<file path="config.mk">
export PLATFORM = sky130hd
export DESIGN_NAME = vga_sprite_compositor_flat
export DESIGN_NICKNAME = d
export VERILOG_FILES = /design/src/rtl/vga_sprite_compositor_if.sv /design/src/rtl/vga_sprite_compositor.sv /design/src/flat_wrapper.sv
export SDC_FILE = /design/constraint.sdc
export NUM_CORES = 1
export LEC_CHECK = 0
export CAP_MARGIN = 10
export CORE_MARGIN = 2
export CORE_UTILIZATION = 50
export CTS_CLUSTER_DIAMETER = 60
export CTS_CLUSTER_SIZE = 12
export DETAILED_ROUTE_END_ITERATION = 7
export PLACE_DENSITY = 0.82
export SLEW_MARGIN = 15
export SYNTH_ARGS = -nofsm -noshare
export SYNTH_HDL_FRONTEND = slang
export SYNTH_SLANG_ARGS = --single-unit
</file>
<file path="constraint.sdc">
create_clock -name iVGA_CLK -period 4.5 [get_ports iVGA_CLK]
set_clock_uncertainty 0.15 [all_clocks]
set_input_delay 0.45 -clock iVGA_CLK [delete_from_list [all_inputs] [get_ports iVGA_CLK]]
set_output_delay 0.45 -clock iVGA_CLK [all_outputs]
set_load 0.01 [all_outputs]
</file>
<file path="src/rtl/vga_sprite_compositor_if.sv">
// Sprite-position and sprite-ROM bus between the compositor (master) and its
// sprite source / colour ROM (slave).
interface vga_sprite_compositor_if #(
  parameter int unsigned NUM_SPR = 2,
  parameter int unsigned AW      = 12
);
  logic [NUM_SPR*11-1:0] iSPR_X;
  logic [NUM_SPR*11-1:0] iSPR_Y;
  logic [NUM_SPR-1:0]    iSPR_EN;
  logic [NUM_SPR-1:0]    iSPR_FLIP;
  logic [NUM_SPR*AW-1:0] oROM_ADDR;
  logic [NUM_SPR*24-1:0] iROM_DATA;

  modport master (
    input  iSPR_X, iSPR_Y, iSPR_EN, iSPR_FLIP, iROM_DATA,
    output oROM_ADDR
  );

  modport slave (
    output iSPR_X, iSPR_Y, iSPR_EN, iSPR_FLIP, iROM_DATA,
    input  oROM_ADDR
  );
endinterface

</file>
<file path="src/rtl/vga_sprite_compositor.sv">
// VGA timing generator with NUM_SPR hardware sprites composited over a flat
// background. Optional horizontal mirroring is built when SPRITE_HFLIP_EN is defined.
module vga_sprite_compositor #(
  parameter int unsigned H_ACTIVE  = 640,
  parameter int unsigned H_FP      = 16,
  parameter int unsigned H_SYNC    = 96,
  parameter int unsigned H_BP      = 48,
  parameter int unsigned V_ACTIVE  = 480,
  parameter int unsigned V_FP      = 10,
  parameter int unsigned V_SYNC    = 2,
  parameter int unsigned V_BP      = 33,
  parameter int unsigned NUM_SPR   = 2,
  parameter int unsigned SPR_W     = 64,
  parameter int unsigned SPR_H     = 64,
  parameter int unsigned X_OFS     = 256,
  parameter logic [23:0] BG_COLOR  = 24'h555555,
  parameter logic [23:0] KEY_COLOR = 24'h000000
) (
  input  logic                    iVGA_CLK,
  input  logic                    iRST,
  vga_sprite_compositor_if.master bus,
  output logic                    oHS,
  output logic                    oVS,
  output logic                    oBLANK_n,
  output logic [7:0]              oB,
  output logic [7:0]              oG,
  output logic [7:0]              oR,
  output logic                    oFRAME
);

  localparam int unsigned H_TOTAL = H_ACTIVE + H_FP + H_SYNC + H_BP;
  localparam int unsigned V_TOTAL = V_ACTIVE + V_FP + V_SYNC + V_BP;
  localparam int unsigned HW      = $clog2(H_TOTAL);
  localparam int unsigned VW      = $clog2(V_TOTAL);
  localparam int unsigned AW      = $clog2(SPR_W * SPR_H);
  localparam int unsigned HS_BEG  = H_ACTIVE + H_FP;
  localparam int unsigned HS_END  = H_ACTIVE + H_FP + H_SYNC;
  localparam int unsigned VS_BEG  = V_ACTIVE + V_FP;
  localparam int unsigned VS_END  = V_ACTIVE + V_FP + V_SYNC;

  logic [HW-1:0]           r_h;
  logic [VW-1:0]           r_v;
  logic [NUM_SPR*11-1:0]   r_spr_x;
  logic [NUM_SPR*11-1:0]   r_spr_y;
  logic [NUM_SPR-1:0]      r_spr_en;
`ifdef SPRITE_HFLIP_EN
  logic [NUM_SPR-1:0]      r_spr_flip;
`endif
  logic [NUM_SPR*AW-1:0]   r_addr;
  logic [NUM_SPR-1:0]      r_hit1;
  logic [NUM_SPR-1:0]      r_hit2;
  logic [2:0]              r_hs_sr;
  logic [2:0]              r_vs_sr;
  logic [2:0]              r_blank_sr;
  logic [23:0]             r_color;
  logic                    r_frame;

  logic [31:0]             w_hcnt;
  logic [31:0]             w_vcnt;
  logic                    w_active;
  logic                    w_hs_n;
  logic                    w_vs_n;
  logic                    w_frame;
  logic [11:0]             w_sx;
  logic [11:0]             w_sy;
  logic [NUM_SPR-1:0]      w_hit;
  logic [NUM_SPR*AW-1:0]   w_addr;
  logic [23:0]             w_pix;

  assign w_hcnt   = 32'(r_h);
  assign w_vcnt   = 32'(r_v);
  assign w_active = (w_hcnt < H_ACTIVE) && (w_vcnt < V_ACTIVE);
  assign w_hs_n   = !((w_hcnt >= HS_BEG) && (w_hcnt < HS_END));
  assign w_vs_n   = !((w_vcnt >= VS_BEG) && (w_vcnt < VS_END));
  assign w_frame  = (w_hcnt == 32'd0) && (w_vcnt == V_ACTIVE);

  // World coordinates, widened to 12 bits so X+SPR_W never wraps in the compare
  assign w_sx = {1'b0, 11'(X_OFS) + 11'(r_h)};
  assign w_sy = {1'b0, 11'(r_v)};

  for (genvar n = 0; n < NUM_SPR; n++) begin : g_spr
    logic [11:0] w_x;
    logic [11:0] w_y;
    logic [11:0] w_dx;
    logic [11:0] w_dy;
    logic [11:0] w_col;
    logic [23:0] w_lin;

    assign w_x  = {1'b0, r_spr_x[n*11 +: 11]};
    assign w_y  = {1'b0, r_spr_y[n*11 +: 11]};
    assign w_dx = w_sx - w_x;
    assign w_dy = w_sy - w_y;
    assign w_hit[n] = r_spr_en[n]
                   && (w_sx >= w_x) && (w_sx < w_x + 12'(SPR_W))
                   && (w_sy >= w_y) && (w_sy < w_y + 12'(SPR_H));
`ifdef SPRITE_HFLIP_EN
    assign w_col = r_spr_flip[n] ? (12'(SPR_W - 1) - w_dx) : w_dx;
`else
    assign w_col = w_dx;
`endif
    assign w_lin = 24'(w_dy) * 24'(SPR_W) + 24'(w_col);
    // Misses present address 0 so the ROM never sees an out-of-range index
    assign w_addr[n*AW +: AW] = w_hit[n] ? AW'(w_lin) : '0;
  end

  // Lowest-index opaque sprite wins; no blending
  always_comb begin
    w_pix = BG_COLOR;
    for (int n = int'(NUM_SPR) - 1; n >= 0; n--) begin
      if (r_hit2[n] && (bus.iROM_DATA[n*24 +: 24] != KEY_COLOR)) begin
        w_pix = bus.iROM_DATA[n*24 +: 24];
      end
    end
  end

  // Raster counters and frame-synchronous sprite shadow registers
  always_ff @(posedge iVGA_CLK) begin
    if (iRST) begin
      r_h      <= '0;
      r_v      <= '0;
      r_spr_x  <= '0;
      r_spr_y  <= '0;
      r_spr_en <= '0;
`ifdef SPRITE_HFLIP_EN
      r_spr_flip <= '0;
`endif
      r_frame  <= 1'b0;
    end else begin
      if (w_hcnt == H_TOTAL - 1) begin
        r_h <= '0;
        if (w_vcnt == V_TOTAL - 1) r_v <= '0;
        else                       r_v <= r_v + VW'(1);
      end else begin
        r_h <= r_h + HW'(1);
      end
      if (w_frame) begin
        r_spr_x  <= bus.iSPR_X;
        r_spr_y  <= bus.iSPR_Y;
        r_spr_en <= bus.iSPR_EN;
`ifdef SPRITE_HFLIP_EN
        r_spr_flip <= bus.iSPR_FLIP;
`endif
      end
      r_frame <= w_frame;
    end
  end

  // Three-stage pixel pipeline: hit/address, ROM wait, select
  always_ff @(posedge iVGA_CLK) begin
    if (iRST) begin
      r_addr     <= '0;
      r_hit1     <= '0;
      r_hit2     <= '0;
      r_hs_sr    <= 3'b111;
      r_vs_sr    <= 3'b111;
      r_blank_sr <= 3'b000;
      r_color    <= '0;
    end else begin
      r_addr     <= w_addr;
      r_hit1     <= w_hit;
      r_hit2     <= r_hit1;
      r_hs_sr    <= {r_hs_sr[1:0], w_hs_n};
      r_vs_sr    <= {r_vs_sr[1:0], w_vs_n};
      r_blank_sr <= {r_blank_sr[1:0], w_active};
      r_color    <= r_blank_sr[1] ? w_pix : 24'h000000;
    end
  end

  assign bus.oROM_ADDR = r_addr;
  assign oHS           = r_hs_sr[2];
  assign oVS           = r_vs_sr[2];
  assign oBLANK_n      = r_blank_sr[2];
  assign oB            = r_color[23:16];
  assign oG            = r_color[15:8];
  assign oR            = r_color[7:0];
  assign oFRAME        = r_frame;

endmodule

</file>
<file path="src/flat_wrapper.sv">
// flat-port wrapper written by rule: the top's interface ports become plain ports
module vga_sprite_compositor_flat 
#(
  parameter int unsigned H_ACTIVE  = 640,
  parameter int unsigned H_FP      = 16,
  parameter int unsigned H_SYNC    = 96,
  parameter int unsigned H_BP      = 48,
  parameter int unsigned V_ACTIVE  = 480,
  parameter int unsigned V_FP      = 10,
  parameter int unsigned V_SYNC    = 2,
  parameter int unsigned V_BP      = 33,
  parameter int unsigned NUM_SPR   = 2,
  parameter int unsigned SPR_W     = 64,
  parameter int unsigned SPR_H     = 64,
  parameter int unsigned X_OFS     = 256,
  parameter logic [23:0] BG_COLOR  = 24'h555555,
  parameter logic [23:0] KEY_COLOR = 24'h000000
)
  (iVGA_CLK, iRST, oHS, oVS, oBLANK_n, oB, oG, oR, oFRAME, bus_iSPR_X, bus_iSPR_Y, bus_iSPR_EN, bus_iSPR_FLIP, bus_iROM_DATA, bus_oROM_ADDR);
  vga_sprite_compositor_if #(.NUM_SPR(NUM_SPR), .AW(12)) bus_i ();
  input  logic iVGA_CLK;
  input  logic iRST;
  output logic oHS;
  output logic oVS;
  output logic oBLANK_n;
  output logic [7:0] oB;
  output logic [7:0] oG;
  output logic [7:0] oR;
  output logic oFRAME;
  input wire logic [$bits(bus_i.iSPR_X)-1:0] bus_iSPR_X;
  input wire logic [$bits(bus_i.iSPR_Y)-1:0] bus_iSPR_Y;
  input wire logic [$bits(bus_i.iSPR_EN)-1:0] bus_iSPR_EN;
  input wire logic [$bits(bus_i.iSPR_FLIP)-1:0] bus_iSPR_FLIP;
  input wire logic [$bits(bus_i.iROM_DATA)-1:0] bus_iROM_DATA;
  output wire logic [$bits(bus_i.oROM_ADDR)-1:0] bus_oROM_ADDR;
  assign bus_i.iSPR_X = bus_iSPR_X;
  assign bus_i.iSPR_Y = bus_iSPR_Y;
  assign bus_i.iSPR_EN = bus_iSPR_EN;
  assign bus_i.iSPR_FLIP = bus_iSPR_FLIP;
  assign bus_i.iROM_DATA = bus_iROM_DATA;
  assign bus_oROM_ADDR = bus_i.oROM_ADDR;
  vga_sprite_compositor #(.H_ACTIVE(H_ACTIVE), .H_FP(H_FP), .H_SYNC(H_SYNC), .H_BP(H_BP), .V_ACTIVE(V_ACTIVE), .V_FP(V_FP), .V_SYNC(V_SYNC), .V_BP(V_BP), .NUM_SPR(NUM_SPR), .SPR_W(SPR_W), .SPR_H(SPR_H), .X_OFS(X_OFS), .BG_COLOR(BG_COLOR), .KEY_COLOR(KEY_COLOR)) u_core (.iVGA_CLK(iVGA_CLK), .iRST(iRST), .bus(bus_i), .oHS(oHS), .oVS(oVS), .oBLANK_n(oBLANK_n), .oB(oB), .oG(oG), .oR(oR), .oFRAME(oFRAME));
endmodule
</file>
==> reports/qor.yml <==
outcome:
  status: "complete, no violations"
cells_and_area:
  design_area_mm2: 0.0101
  antenna_cells: 0
  drive_above_1_share_pct: 7.03
  nFillCells: 1197
  nets: 1255
  syn_to_final_growth_pct: 28.2
sta:
  tns_ps: 0
  drv_slew: 0
  finalSetupViolations: 0
  tightestPinTransition_ps: 840
  rsz0062_at_grt: "no"
  slew_headroom_pct: 43.9
  fin_crit_ps: 3580
  worst_slack_ps: 922
  fin_crit_sh_pct: 79.5
  whs_ps: 252
  finalHoldViolations: 0
  fmax_mhz: 279
drt:
  vias: 6791
  drt_wl_total_um: 18900
  ant_nets: 0
  drc_errors: 0
  drtIter0Drc: 368
  drt_first_pass_iters: 5
  wire_per_inst_um: 14.9
  via_per_inst: 5.37
global_routing:
  antenna_found_initial: 0
  grt_overflow: 0
  grt_pass1_wl_um: 30400
  track_usage_pct: 23.1
  grt_max_degree: 37
  grt_pass1_vias: 6541
floorplanning:
  initial_core_util_pct: 51.5
  die_y_um: 129
  die-area_mm2: 0.0167
  die_x_um: 129
  row_count: 45
  ios: 150
  core_area_mm2: 0.0153
place:
  finalWeightedCongestion: 0.984
  io_buffers: 147
  dp_worst_setup_slack_ps: 956
  place_hpwl_um: 14200
  place_area_mm2: 0.00948
synthesis:
  syn_inst: 898
  syn-num-nets: 1113
  ys.flop_type: "dfxtp_1"
  yosysTopAreaCell: "dfxtp_1"
  yosys.cell_count.top_type: "dfxtp_1"
  yosysSeqAreaShare_pct: 32.6
  synthTopCellsByCount: "128 x dfxtp_1, 117 x nand2_1, 93 x ha_1"
  yosysWarnings: 0
  synth_cell_type_count: 68
  synthDominantCellAreaShare_pct: 32.6
  synthTopCellsByArea: "dfxtp_1 33%, ha_1 15%, fa_1 6.1%"
  ys_async_sr_fraction_pct: 0
  synth_edf_count: 0
  ys_ff_latch: 128
  synth_area_per_cell_um2: 8.75
  syn_area_mm2: 0.00786
cts:
  clk_pin_slew_worst_paths_ps: 60
  h-tree-depth: 4
  cts_buffers: 17
  ctsHoldBuffers: 0
  cts-root-buf: "clkbuf_16"
  clk-insertion-delay-late_ps: 420
  cts.path.max_buffers: 2
  cts_resized: 0
  cts_tree: "built"
  postCtsSetupBuffers: 0
  clock-sinks: 128
setup_path:
  cpPeakStageDelay_ps: 450
  crit_type: "flip-flop to flip-flop"
  crit_arrival_ps: 3730
  ff2ff_setup_slack_ps: 920
  worstPathMaxFanout: 6
  cp-end-kind: "flip-flop"
  critPathRequiredTime_ps: 4650
  cp_cell_sequence: "inv_1 -> ha_1 -> fa_1 -> nand2b_1 -> a21oi_1 -> xor2_1 -> fa_1 -> ha_1 -> nor2b_1 -> a311oi_1 -> xor2_1 -> nor2_1"
  slowest_stage: "fa_1"
  critPathTopFamily: "adder cells"
  startpoint_type: "flip-flop"
  cp.buffers_inverters: 1
power:
  ir_worst_vdd_mv: 0.265
  cellPowerDensity_mw_per_mm2: 275
  totalPowerFinal_uw: 2780
  p_leak_uw: 0.00379
min_path:
  hold_class: "flip-flop to flip-flop"
run:
  cap_violations: 0
metal layers:
metal | routed length (um) | track usage, %
met5 | 0 | 0
met1 | 8020 | 27.1
met2 | 9220 | 40.8
met4 | 440 | 9.85
met3 | 1190 | 5.20
kinds of logic (layout without fill, tap and decap cells):
logic type / after synthesis / count (layout) / share of synthesized area, %
AOI/OAI and AO/OA: 176 / 176 / 15.1
xor gates and xnor gates: 47 / 47 / 5.24
adders and majority gates: 117 / 117 / 20.9
buffers and inverters: 113 / 268 / 5.86
DFF: 128 / 128 / 32.6
muxes: 1 / 1 / 0.127
and+or+nand+nor: 316 / 316 / 20.2
where the power goes:
| part | internal [uW] | switching [uW] |
|---|---|---|
| registers | 1140 | 7.28 |
| logic | 140 | 104 |
| clock network | 867 | 516 |
state kept, by name, summed over array words and instances, names as in the netlist, 3 cells and up:
register,count
u_core.r_color,24
u_core.r_blank_sr,3
u_core.r_spr_y,22
u_core.r_spr_x,22
u_core.r_vs_sr,3
u_core.bus.oROM_ADDR,24
u_core.r_v,10
u_core.r_h,10
u_core.r_hs_sr,3
cells in the final DEF (no fill, tap or decap), types with 17 or more instances in the layout:
cell type	synthesis	layout
nand2_1	117	117
clkbuf_16	0	17
nor2_1	64	64
clkdlybuf4s50_1	0	146
inv_1	84	84
nand3_1	22	22
dfxtp_1	128	128
fa_1	24	24
nor3_1	17	17
xnor2_1	31	31
ha_1	93	93
a21oi_1	63	63
area by class of cell:
| cell class | count | area [um^2] | share of cell area [%] |
|---|---|---|---|
| inverter | 84 | 315 | 3.13 |
| multi-input combinational | 657 | 4840 | 48.0 |
| tap | 211 | 264 | 2.62 |
| clock buffer | 18 | 429 | 4.26 |
| clock inverter | 14 | 166 | 1.65 |
| timing repair buffer | 152 | 1500 | 14.9 |
| sequential | 128 | 2560 | 25.4 |
through the flow:
stage                     cells  util, %
after global placement     1232     62.2
after floorplan             898        -
after detailed placement   1232     62.2
after global routing       1264     66.1
final                      1264     66.1
after CTS                  1264     66.1
final timing paths:
check                                    start                             endpoint  cells past startpoint
setup reg to reg    u_core.r_v[0]$_SDFFE_PP0P_  u_core.bus.oROM_ADDR[11]$_SDFF_PP0_                     12
hold reg to reg   u_core.r_vs_sr[1]$_SDFF_PP1_         u_core.r_vs_sr[2]$_SDFF_PP1_                      1
setup / recovery    u_core.r_v[0]$_SDFFE_PP0P_  u_core.bus.oROM_ADDR[11]$_SDFF_PP0_                     12
hold / removal    u_core.r_vs_sr[1]$_SDFF_PP1_         u_core.r_vs_sr[2]$_SDFF_PP1_                      1
Note: power is estimated with default switching activity, not from simulation.
==> variant: new RTL, same flow settings <==
Register the output `oG`, with the module's reset; this adds one clock of latency there. The other outputs are not delayed to match.
--- a/src/rtl/vga_sprite_compositor.sv
+++ b/src/rtl/vga_sprite_compositor.sv
@@ -171,7 +171,13 @@
   assign oVS           = r_vs_sr[2];
   assign oBLANK_n      = r_blank_sr[2];
   assign oB            = r_color[23:16];
-  assign oG            = r_color[15:8];
+  always_ff @(posedge iVGA_CLK) begin
+    if (iRST) begin
+      oG <= '0;
+    end else begin
+      oG <= r_color[15:8];
+    end
+  end
   assign oR            = r_color[7:0];
   assign oFRAME        = r_frame;
 
Formal check against the unedited RTL: not equivalent (Yosys sat finds a counterexample within 4 cycles, from zero or initial values and one cycle with iRST high).
==> variant against the unedited design <==
Area after synthesis grew 4.5%. Routed wire length grew 5.1%. Cell count grew 1.7%. Total power grew 7.1%. Cell area grew 2.4%. Setup slack gained 0.083 ns. Critical path depth grew 1. Sequential cell count grew 8. Clock power grew 9%. Critical endpoint is now u_core.bus.oROM_ADDR[22]. Highest routed layer unchanged.
==> variant: results (changes against the unedited design) <==
| Metric | Value |
|---|---|
| Status | `complete, no violations (unchanged)` |
| Post-synth top cells | `136 x dfxtp_1, 112 x nand2_1, 93 x ha_1, 86 x inv_1, 76 x a21oi_1 (was 128 x dfxtp_1, 117 x nand2_1, 93 x ha_1, 84 x inv_1, 64 x nor2_1)` |
| CP arrival | `3.62 ns (was 3.73 ns)` |
| Met3 Wirelength | `1040 um (was 1190 um)` |
| F_max | `0.286 GHz (was 0.279 GHz)` |
| H-tree level count | `4 (unchanged)` |
| Placer Congestion | `0.923 (was 0.984)` |
| # diodes | `0 (unchanged)` |
| Mapped Cells | `934 (was 898)` |
| Starting DRT DRC Count | `370 (was 368)` |
| Library cells used by synthesis | `63 (was 68)` |
| Setup bufs post-CTS | `0 (unchanged)` |
| Post-synthesis sequential area ratio | `0.331 (was 0.326)` |
| Avg WL per Cell | `15.4 um (was 14.9 um)` |
| Nets | `1273 (was 1255)` |
| First-pass GRT wire length | `33400 um (was 30400 um)` |
| Final Hold Fails | `0 (unchanged)` |
| Num CTS Buffers | `17 (unchanged)` |
| Post_cts resized | `0 (unchanged)` |
| WHS | `0.258 ns (was 0.252 ns)` |
| Critical Path Fanout Max | `7 (was 6)` |
| Clk slew on worst S/H paths | `0.06 ns (about the same)` |
| Layout cells sized above 1 | `0.0654 (was 0.0703)` |
| Metal-1 WL | `8480 um (was 8020 um)` |
| Max Used Layer | `met4 (unchanged)` |
| Area contributors post-synth | `dfxtp_1 33%, ha_1 14%, fa_1 5.8%, nand2_1 5.1%, a21oi_1 4.6% (was dfxtp_1 33%, ha_1 15%, fa_1 6.1%, nand2_1 5.6%, a21oi_1 4.0%)` |
| Max VDD drop | `0.000260 V (was 0.000265 V)` |
| First drt pass iteration count | `5 (unchanged)` |
| GR Util All Layers | `0.235 (was 0.231)` |
| Pleak | `0.00388 uW (was 0.00379 uW)` |
| Syn_nets | `1149 (was 1113)` |
| Largest net degree at the start of global routing | `45 (was 37)` |
| Worst slack at placement | `1.03 ns (was 0.956 ns)` |
| Via count | `6958 (was 6791)` |
| Initial antenna violation count | `0 (unchanged)` |
| Grt total ovfl | `0 (unchanged)` |
| DR WL met2 | `9630 um (was 9220 um)` |
| Switching power | `640 uW (was 628 uW)` |
| Post-DP HPWL | `15000 um (was 14200 um)` |
| Worst slew pin tran | `1.12 ns (was 0.840 ns)` |
| DR vias/cell | `5.41 (was 5.37)` |
[variant: metrics by stage]
step                instance area, sq um  utilization
floorplan                           8210            -
global placement                    9690        0.608
detailed placement                  9690        0.608
CTS                                10300        0.648
global route                       10300        0.648
finish                             10300        0.648
[variant: worst paths after layout]
| path | from | endpoint | depth (start not counted) |
|---|---|---|---|
| max | u_core.r_v[0] | u_core.bus.oROM_ADDR[22] | 13 |
| min | u_core.r_vs_sr[1] | u_core.r_vs_sr[2] | 1 |
| max reg2reg | u_core.r_v[0] | u_core.bus.oROM_ADDR[22] | 13 |
| min reg2reg | u_core.r_vs_sr[1] | u_core.r_vs_sr[2] | 1 |
[variant: worst reg2reg max path, stage by stage, from the launching register on]
cell and delay [ns]:
dfxtp_1 0.41, inv_1 0.16, ha_1 0.23, fa_1 0.40
nand2b_1 0.19, nand2b_1 0.07, nand2_1 0.05, a21oi_1 0.18
fa_1 0.45, ha_1 0.42, mux2i_1 0.22, o211ai_1 0.10
a311oi_1 0.25, nor3_1 0.06
[variant: cell type report]
class                           count  area (sq um)
Clock buffer                       20           437
Clock inverter                     11           196
Fill cell                        1305          5620
Inverter                           86           323
Multi-Input combinational cell    666          4880
Sequential cell                   136          2720
Tap cell                          216           270
Timing Repair Buffer              151          1500
[variant: power groups by stage]
stage / Sequential (uW) / Clock (uW) / Combinational [uW]
after floorplan: 1250 / 0 / 120
after global placement: 1250 / 0 / 237
after detailed placement: 1250 / 0 / 240
after CTS: 1220 / 1530 / 243
after global routing: 1220 / 1590 / 268
final: 1220 / 1510 / 243
[variant: metal layers]
metal | track usage | up-vias
met1 | 0.280 | 3216
met2 | 0.409 | 231
met3 | 0.0469 | 46
met5 | 0 | -
li1 | - | 3465
met4 | 0.109 | 0
[variant: kinds of logic (layout without fill, tap and decap cells)]
logic type,count (synthesis),in the layout,share of synthesized area
simple gates,320,320,0.199
compound gates,181,181,0.143
flops,136,136,0.331
buf+inv,132,268,0.0745
fa+ha+maj,117,117,0.200
xor+xnor,45,45,0.0480
mux,3,3,0.00366
